`config.mk`:
```
export PLATFORM = sky130hd
export DESIGN_NAME = fu_div
export DESIGN_NICKNAME = d
export VERILOG_FILES = /design/src/rtl/fu_pkg.sv /design/src/rtl/fu_div_step.sv /design/src/rtl/fu_div.sv
export SDC_FILE = /design/constraint.sdc
export NUM_CORES = 1
export LEC_CHECK = 0
export CAP_MARGIN = 20
export CORE_MARGIN = 2
export CORE_UTILIZATION = 34
export CTS_CLUSTER_SIZE = 40
export DETAILED_ROUTE_END_ITERATION = 8
export HOLD_SLACK_MARGIN = 0.05
export SYNTH_ARGS = -nofsm -noshare
export SYNTH_HDL_FRONTEND = slang
export SYNTH_HIERARCHICAL = 1
export SYNTH_SLANG_ARGS = --single-unit
```
`constraint.sdc`:
```
create_clock -name clk -period 12.8 [get_ports clk]
set_input_delay 2.56 -clock clk [delete_from_list [all_inputs] [get_ports clk]]
set_output_delay 2.56 -clock clk [all_outputs]
set_load 0.01 [all_outputs]
```
`src/rtl/fu_pkg.sv`:
```
// fu_pkg: shared functional-unit definitions (divider op encoding, default
// latency shared with the scoreboard delay table, divider FSM states).
package fu_pkg;

  localparam logic [1:0] DIV_OP_DIV  = 2'b00;
  localparam logic [1:0] DIV_OP_DIVU = 2'b01;
  localparam logic [1:0] DIV_OP_REM  = 2'b10;
  localparam logic [1:0] DIV_OP_REMU = 2'b11;

  localparam int unsigned FU_DIV_LATENCY_DEF = 24;

  typedef enum logic [2:0] {
    DIV_IDLE = 3'd0,
    DIV_CALC = 3'd1,
    DIV_FIX  = 3'd2,
    DIV_WAIT = 3'd3,
    DIV_DONE = 3'd4
  } div_state_t;

  // Two's-complement negate when neg is set.
  function automatic logic [31:0] cond_neg(input logic [31:0] v, input logic neg);
    if (neg) begin
      cond_neg = 32'd0 - v;
    end else begin
      cond_neg = v;
    end
  endfunction

endpackage

```
`src/rtl/fu_div_step.sv`:
```
// div_step: one combinational restoring-division step (shift in one dividend
// bit, subtract the divisor if it fits).
module div_step (
  input  logic [32:0] rem_in,
  input  logic [31:0] divisor,
  input  logic        bit_in,
  output logic [32:0] rem_out,
  output logic        q_bit
);

  logic [33:0] shifted;
  logic [33:0] dvs;

  // Trial subtraction; keep the shifted remainder when the divisor does not fit.
  always_comb begin
    shifted = {rem_in, bit_in};
    dvs     = {2'b00, divisor};
    q_bit   = (shifted >= dvs);
    if (q_bit) begin
      rem_out = 33'(shifted - dvs);
    end else begin
      rem_out = shifted[32:0];
    end
  end

endmodule

```
`src/rtl/fu_div.sv`:
```
// fu_div: fixed-latency radix-4 restoring divider for RV32M DIV/DIVU/REM/REMU.
// Optional rd-tag pass-through when FU_DIV_TAG_EN is defined.
module fu_div
  import fu_pkg::*;
#(
  parameter int unsigned LATENCY = FU_DIV_LATENCY_DEF
) (
  input  logic        clk,
  input  logic        rst,
  input  logic        EN,
  input  logic [1:0]  op,
  input  logic [31:0] rs1_data,
  input  logic [31:0] rs2_data,
  output logic [31:0] res,
  output logic        finish,
  output logic        busy
`ifdef FU_DIV_TAG_EN
  ,
  input  logic [4:0]  tag_in,
  output logic [4:0]  tag_out
`endif
);

  localparam logic [4:0] CALC_LAST = 5'd15;
  // cnt holds k-1 just before edge Ek, so DONE is entered at edge E(LATENCY-1).
  localparam logic [4:0] DONE_CNT  = 5'(LATENCY - 2);

  div_state_t  state;
  div_state_t  state_nxt;
  logic        accept;
  logic        load_res;
  logic [4:0]  cnt;
  logic [32:0] rem;
  logic [31:0] quo;
  logic [31:0] divisor;
  logic [31:0] result_q;
  logic        sgn;
  logic        neg_a;
  logic        neg_b;
  logic        op_rem;
  logic        div_zero;
  logic        ovf;
  logic        cap_sgn;
  logic [32:0] rem_mid;
  logic [32:0] rem_new;
  logic        q_hi;
  logic        q_lo;
  logic [31:0] q_fix;
  logic [31:0] r_fix;
  logic [31:0] fix_res;

  assign cap_sgn = (op == DIV_OP_DIV) || (op == DIV_OP_REM);

  div_step u_step_hi (
    .rem_in  (rem),
    .divisor (divisor),
    .bit_in  (quo[31]),
    .rem_out (rem_mid),
    .q_bit   (q_hi)
  );

  div_step u_step_lo (
    .rem_in  (rem_mid),
    .divisor (divisor),
    .bit_in  (quo[30]),
    .rem_out (rem_new),
    .q_bit   (q_lo)
  );

  // FSM state register.
  always_ff @(posedge clk or posedge rst) begin
    if (rst) begin
      state <= DIV_IDLE;
    end else begin
      state <= state_nxt;
    end
  end

  // Next state; DONE accepts a new issue on its exit edge.
  always_comb begin
    state_nxt = state;
    accept    = 1'b0;
    case (state)
      DIV_IDLE: begin
        if (EN) begin
          accept    = 1'b1;
          state_nxt = DIV_CALC;
        end else begin
          state_nxt = DIV_IDLE;
        end
      end
      DIV_CALC: begin
        if (cnt == CALC_LAST) begin
          state_nxt = DIV_FIX;
        end else begin
          state_nxt = DIV_CALC;
        end
      end
      DIV_FIX, DIV_WAIT: begin
        if (cnt == DONE_CNT) begin
          state_nxt = DIV_DONE;
        end else begin
          state_nxt = DIV_WAIT;
        end
      end
      DIV_DONE: begin
        if (EN) begin
          accept    = 1'b1;
          state_nxt = DIV_CALC;
        end else begin
          state_nxt = DIV_IDLE;
        end
      end
      default: begin
        state_nxt = DIV_IDLE;
      end
    endcase
    load_res = (state_nxt == DIV_DONE) && (state != DIV_DONE);
  end

  // Sign/special-case correction of the raw quotient and remainder.
  always_comb begin
    q_fix = quo;
    r_fix = rem[31:0];
    if (div_zero) begin
      q_fix = 32'hFFFF_FFFF;
      r_fix = cond_neg(rem[31:0], sgn & neg_a);
    end else if (ovf) begin
      q_fix = 32'h8000_0000;
      r_fix = 32'd0;
    end else begin
      q_fix = cond_neg(quo, sgn & (neg_a ^ neg_b));
      r_fix = cond_neg(rem[31:0], sgn & neg_a);
    end
    fix_res = op_rem ? r_fix : q_fix;
  end

  // Operand capture, radix-4 iteration and latency counter.
  always_ff @(posedge clk or posedge rst) begin
    if (rst) begin
      cnt      <= 5'd0;
      rem      <= 33'd0;
      quo      <= 32'd0;
      divisor  <= 32'd0;
      result_q <= 32'd0;
      sgn      <= 1'b0;
      neg_a    <= 1'b0;
      neg_b    <= 1'b0;
      op_rem   <= 1'b0;
      div_zero <= 1'b0;
      ovf      <= 1'b0;
    end else if (accept) begin
      cnt      <= 5'd0;
      rem      <= 33'd0;
      quo      <= cond_neg(rs1_data, cap_sgn & rs1_data[31]);
      divisor  <= cond_neg(rs2_data, cap_sgn & rs2_data[31]);
      sgn      <= cap_sgn;
      neg_a    <= cap_sgn & rs1_data[31];
      neg_b    <= cap_sgn & rs2_data[31];
      op_rem   <= (op == DIV_OP_REM) || (op == DIV_OP_REMU);
      div_zero <= (rs2_data == 32'd0);
      ovf      <= cap_sgn && (rs1_data == 32'h8000_0000) && (rs2_data == 32'hFFFF_FFFF);
    end else begin
      if (state == DIV_CALC) begin
        rem <= rem_new;
        quo <= {quo[29:0], q_hi, q_lo};
      end
      if (state == DIV_FIX) begin
        result_q <= fix_res;
      end
      if ((state == DIV_CALC) || (state == DIV_FIX) || (state == DIV_WAIT)) begin
        cnt <= cnt + 5'd1;
      end
    end
  end

  // Registered outputs; with no WAIT cycles the result bypasses result_q.
  always_ff @(posedge clk or posedge rst) begin
    if (rst) begin
      res    <= 32'd0;
      finish <= 1'b0;
      busy   <= 1'b0;
    end else begin
      busy   <= (state_nxt != DIV_IDLE);
      finish <= (state_nxt == DIV_DONE);
      if (load_res) begin
        res <= (state == DIV_FIX) ? fix_res : result_q;
      end
    end
  end

`ifdef FU_DIV_TAG_EN
  logic [4:0] tag_q;

  // Tag follows the operands in and the result out.
  always_ff @(posedge clk or posedge rst) begin
    if (rst) begin
      tag_q   <= 5'd0;
      tag_out <= 5'd0;
    end else begin
      if (accept) begin
        tag_q <= tag_in;
      end
      if (load_res) begin
        tag_out <= tag_q;
      end
    end
  end
`endif

endmodule

```
* Yosys cells after proc, flatten, opt, wreduce, memory -nomap -nowiden
Cells that the tools add are included.
** Word-level totals
- Register bits :: 177
- Input port bits :: 69
- Output and inout port bits :: 34
- Word-level logic and storage cells :: 80
** Cells by class
- $add $sub $neg :: 7
- $lt $le $gt $ge :: 2
- Equality and inequality tests :: 12
- Muxes and demuxes :: 24
- Bitwise operators :: 5
- Reduce and logical (&&, ||, !) cells :: 15
** Operators by type and width (count)
- 32-bit 2-to-1 mux :: 12
- 33-bit 2-to-1 mux :: 4
- 1-bit by 32-bit subtractor with 32-bit output (first input constant) :: 4
- 34-bit by 32-bit >= comparator with 1-bit output :: 2
- 33-bit by 32-bit subtractor with 33-bit output :: 2
- 32-bit equality test (second input constant) :: 2
- 32-bit logical NOT :: 1
- 5-bit 2-to-1 mux :: 2
- 3-bit one-hot mux with 3 select lines :: 1
- 3-bit by 2-bit equality test with 1-bit output (second input constant) :: 2
- 3-bit equality test (second input constant) :: 2
- 5-bit by 1-bit adder with 5-bit output (second input constant) :: 1
- 5-bit by 4-bit equality test with 1-bit output (second input constant) :: 1
- 5-bit equality test (second input constant) :: 1
- 1-bit bitwise AND :: 4
- 2-bit equality test (second input constant) :: 2
- 1-bit logical OR :: 4
- 2-bit nonzero test :: 2
- 2-bit OR reduction :: 2
- 3-bit by 1-bit equality test with 1-bit output (second input constant) :: 1
- 1-bit logical AND :: 3
- 3-bit logical NOT :: 1
- 1-bit 2-to-1 mux :: 3
- 3-bit 2-to-1 mux :: 1
- other kinds (5) :: 5

* Logic depth before layout (Yosys ltp)
- Word-level depth :: 7
- Mapped depth :: 27
- Depth with buffers taken out :: 25

* Cells and area by module
The synthesis kept the hierarchy.
** By module, submodules not included
- fu_div :: instances 1, cells an instance 1118, area an instance 10068.4 um^2, sequential area each 4429.2 um^2
- div_step :: instances 2, cells an instance 346, area an instance 2190.9 um^2, sequential area each 0.0 um^2

* Least setup slack after synthesis
No wires, ideal clock.
- Path kind :: reg-to-reg
- From :: register quo[31]
- To :: register rem[32]
- Library setup time :: 0.121 ns
- Arrival :: 4.814 ns
- Data required time :: 12.679 ns
- Path slack :: 7.865 ns
- Cell stages (with the launch flop) :: 24
- Buffers on the path :: 1
- Period minus slack after synthesis :: 4.935 ns
- Cells stage by stage :: dfrtp_1 -> inv_1 -> ha_1 -> inv_1 -> fa_1 -> a211oi_2 -> o211a_1 -> o211ai_1 -> and2_1 -> a31oi_2 -> a31oi_4 -> buf_2 -> nor2_1 -> a21oi_1 -> fa_1 -> a211oi_2 -> o211a_1 -> nor2_1 -> a21o_1 -> a311o_1 -> a311oi_2 -> o21ai_1 -> mux2_1 -> a22o_1
** Between the ends
- Cells in the longest elaborated chain, start to end :: 6
- Elaborated cells between the ends (all ways) :: 8
- Those cells by class :: 2 x add/sub; 2 x order compare; 4 x mux
** RTL lines
- start: declaration :: RTL line fu_div.sv:34 : logic [31:0] quo;
- start signal: assignment :: RTL line fu_div.sv:155 : quo <= cond_neg(rs1_data, cap_sgn & rs1_data[31]);
- start signal: assignment :: RTL line fu_div.sv:166 : quo <= {quo[29:0], q_hi, q_lo};
- 33-bit by 32-bit subtractor with 33-bit output or 34-bit by 32-bit >= comparator with 1-bit output (tied branches) :: RTL line fu_div_step.sv:20, fu_div_step.sv:18
- 33-bit 2-to-1 mux * :: RTL line fu_div_step.sv:19 : if (q_bit) begin
- net rem_mid[0] :: RTL line fu_div.sv:44 : logic [32:0] rem_mid;
- 33-bit by 32-bit subtractor with 33-bit output or 34-bit by 32-bit >= comparator with 1-bit output (tied branches) :: RTL line fu_div_step.sv:20, fu_div_step.sv:18
- 33-bit 2-to-1 mux * :: RTL line fu_div_step.sv:19
- net rem_new[32] :: RTL line fu_div.sv:45 : logic [32:0] rem_new;
- 33-bit 2-to-1 mux * :: RTL line fu_div.sv:164 : if (state == DIV_CALC) begin
- 33-bit 2-to-1 mux * :: RTL line fu_div.sv:152 : end else if (accept) begin
- end signal: assignment :: RTL line fu_div.sv:165 : rem <= rem_new;
- end: declaration :: RTL line fu_div.sv:33 : logic [32:0] rem;
Mark *: on every way through the listed nets, which the timed path passes. The rest lies on a longest branch. The select of a mux whose other input is x is not followed.
A chain may end at the register's enable or synchronous reset.

* Worst setup path after layout
- From :: register rem[15]
- To :: register rem[31]
** Between the ends
- Cells in the longest elaborated chain, start to end :: 6
- Elaborated cells between the ends (all ways) :: 8
- Those cells by class :: 2 x add/sub; 2 x order compare; 4 x mux
** RTL lines
- 34-bit by 32-bit >= comparator with 1-bit output :: RTL line fu_div_step.sv:18 : q_bit = (shifted >= dvs);
- net q_hi :: RTL line fu_div.sv:46 : logic q_hi;
- 33-bit 2-to-1 mux :: RTL line fu_div_step.sv:19
- net rem_mid[14] :: RTL line fu_div.sv:44
- 34-bit by 32-bit >= comparator with 1-bit output :: RTL line fu_div_step.sv:18
- net q_lo :: RTL line fu_div.sv:47 : logic q_lo;
- 33-bit 2-to-1 mux :: RTL line fu_div_step.sv:19
- net rem_new[31] :: RTL line fu_div.sv:45
- 33-bit 2-to-1 mux :: RTL line fu_div.sv:164
- 33-bit 2-to-1 mux :: RTL line fu_div.sv:152
The timed path passes the listed nets, and every way through them passes these cells. The select of a mux whose other input is x is not followed.

==> out/qor.yml <==
tns_ns: 0
avgSynthCellArea_sq_um: 7.98
synth.distinct_cells: 79
place_inst: 2367
layout-drive-gt1-share: 0.0633
cts_setup_buffers: 0
holdCritPathClass: "flop to flop"
insertion_delay_ns: 0.47
drtPass1Iterations: 5
max_stage_delay_ns: 0.64
drt_wl_total_um: 48700
cts_tree: "built"
synth_edf_count: 0
die_h_um: 210
cp.arrival_ns: 7.19
pre_cts_ws_ns: 6.22
htree_levels: 4
hp-start: "result_q[3]"
drt-initial-drc-count: 1373
finalSetupViolCount: 0
cts_buffer_depth: 2
clk_pin_slew_ns: 0.08
netlist_area_sq_um: 14500
fin_ws_ns: 5.97
critPathKind: "flop to flop"
path_max_fanout: 53
clkSinkCount: 177
synthArstFlopShare: 1.00
finalCritPeriodShare: 0.534
yosysSeqAreaShare: 0.307
slew-limit-headroom: 0.321
synth_warnings: 6
cts-root-buf: "clkbuf_16"
syn_nets: 1953
vias_per_cell: 5.64
status: "finished, final reports clean"
cts_buffers: 17
die-area_sq_um: 44200
grt_usage: 0.222
core-area_sq_um: 41900
hold_viol: 0
finClkSkew_ns: 0.0132
required_ns: 13.15
synthCells: 1810
cts_hold_repair.buffers: 0
area_growth_pct: 14.3
crit_slowest_cell: "a31oi_4"
rsz0062_at_grt: "no"
finalNonFillerCells: 2402
antenna_found_initial: 1
grt_first_pass_wirelength_um: 76000
maxSlewViolCount: 0
num_antenna_cells: 0
grt.overflow.total: 0
vias: 13500
cp-startpoint: "rem[15]"
rows: 75
die_x_um: 210
crit-reg2reg-launch: "rem[15]"
cts.repair.resized: 0
ant_nets: 0
hpwl_um: 37700
drc: 0
tightest_slew_ns: 1.02
nNetsFinal: 1993
ys_ff_latch: 177
num_io_pins: 103
period_needed_ns: 6.83
fmax_mhz: 146
io_buffers: 102
maxCapViolCount: 0
crit_chain: "ha_1 -> nand2_1 -> o41ai_1 -> and2_1 -> a31oi_2 -> a31oi_4 -> buf_4 -> inv_2 -> nand2_1 -> o21ai_1 -> ha_1 -> nand4_1 -> nor4_1 -> nand4_1 -> a31oi_4 -> buf_4 -> inv_2 -> a211oi_1 -> nand3_1 -> a22o_1"
grt_max_degree: 102
startpoint_type: "flop"
initial_core_util: 0.344
wire_per_inst_um: 20.3
synth_top_flop_cell: "dfrtp_1"
globalplace.congestion: 0.898
endpoint_kind: "flop"
grt_pass1_vias: 12900
==> final timing paths <==
path                               endpoint  slack, ns  cells after the start
min in group asynchronous           res[30]       2.48                      2
worst min-delay path            result_q[3]       0.47                      2
worst min register to register  result_q[3]       0.47                      2
worst max-delay path                rem[31]       5.97                     20
max in group asynchronous            cnt[2]       9.01                      3
worst max register to register      rem[31]       5.97                     20
==> worst max-delay path: cells and delay by family, from the launching register on <==
family	cells	cell delay (ns)
buffers and inverters	4	1.41
flip-flops	1	0.46
adder cells (fa/ha/maj)	2	0.84
AO/OA/AOI/OAI	7	2.24
AND/OR/NAND/NOR	7	1.73
==> placed cells by master (no fill, tap or decap), types with 24 or more instances in the layout <==
master,n
a21oi_1,162
a22o_1,34
a31oi_1,45
clkdlybuf4s50_1,102
dfrtp_1,177
ha_1,72
inv_1,103
mux2_2,30
nand2_1,216
nand3_1,30
nand4_1,29
nor2_1,166
nor3_1,34
o21ai_0,111
o31ai_1,24
xnor2_1,94
xor2_1,67
==> sequential cells by signal, summed over array words and instances, names as in the netlist <==
register,cells
divisor,32
rem,33
cnt,5
quo,32
op_rem,1
div_zero,1
result_q,32
finish,1
busy,1
neg_b,1
state,3
sgn,1
neg_a,1
ovf,1
res,32
==> cells in the mapped netlist (5+ instances only) <==
master | n | share of area
o221ai_1 | 6 | 0.0036
nor3_1 | 34 | 0.012
nor2_1 | 168 | 0.044
nor3b_1 | 6 | 0.0031
and2_1 | 16 | 0.0069
or4_1 | 12 | 0.0062
o22a_1 | 5 | 0.0030
inv_1 | 104 | 0.027
a31oi_1 | 45 | 0.019
buf_1 | 9 | 0.0023
clkbuf_1 | 71 | 0.018
xor2_1 | 67 | 0.041
nand2b_1 | 18 | 0.0078
or2_2 | 9 | 0.0039
a22o_1 | 34 | 0.021
o21ai_1 | 17 | 0.0059
ha_1 | 72 | 0.062
dfrtp_1 | 177 | 0.31
o41ai_1 | 17 | 0.010
o21ai_0 | 111 | 0.038
a21oi_1 | 162 | 0.056
or3_1 | 18 | 0.0078
o211a_1 | 6 | 0.0042
a211o_1 | 5 | 0.0030
nand4_1 | 29 | 0.013
mux2i_1 | 6 | 0.0042
nand3_1 | 30 | 0.010
nor4_1 | 16 | 0.0069
o31ai_1 | 24 | 0.012
mux2_2 | 30 | 0.023
xnor2_1 | 94 | 0.057
o21bai_1 | 11 | 0.0057
o211ai_1 | 13 | 0.0068
a21o_1 | 22 | 0.011
nor2b_1 | 10 | 0.0043
buf_2 | 12 | 0.0042
a211oi_1 | 6 | 0.0031
o21a_1 | 8 | 0.0042
nand2_1 | 217 | 0.056
and3_1 | 10 | 0.0043
==> logic make-up after synthesis <==
group                    share of synthesized area
XOR/XNOR                                    0.0976
AND/OR/NAND/NOR                              0.199
multiplexers                                0.0301
adder cells (fa/ha/maj)                     0.0651
buffers and inverters                       0.0546
flip-flops                                   0.307
AO/OA/AOI/OAI                                0.247
==> metal layers <==
| metal | share of wire | up-vias | GRT usage | routed length [um] |
|---|---|---|---|---|
| met5 | 0 | - | 0 | 0 |
| met4 | 0.016 | 0 | 0.0558 | 803 |
| met3 | 0.053 | 39 | 0.0241 | 2570 |
| met2 | 0.46 | 421 | 0.354 | 22300 |
| met1 | 0.47 | 6512 | 0.321 | 23000 |
| li1 | - | 6567 | - | - |
==> cell type report <==
cell class / instances / area (sq um)
fill: 4260 / 25400
sequential: 177 / 4430
clock buffer: 17 / 425
inverter: 106 / 403
multi-input combinational: 1432 / 9250
tap: 539 / 674
clock inverter: 15 / 161
timing repair buffer: 116 / 1170
==> metrics by stage <==
| stage | utilization | hold slack [ns] | cell area [sq um] |
|---|---|---|---|
| floorplan | - | 0.429 | 14500 |
| global placement | 0.378 | 0.451 | 15900 |
| detailed placement | 0.378 | 0.452 | 15900 |
| CTS | 0.392 | 0.470 | 16400 |
| global route | 0.394 | 0.513 | 16500 |
| finish | 0.394 | 0.467 | 16500 |
Power is not shown: default switching activity piles up to over one toggle a cycle in this logic, so the estimate is an artifact.
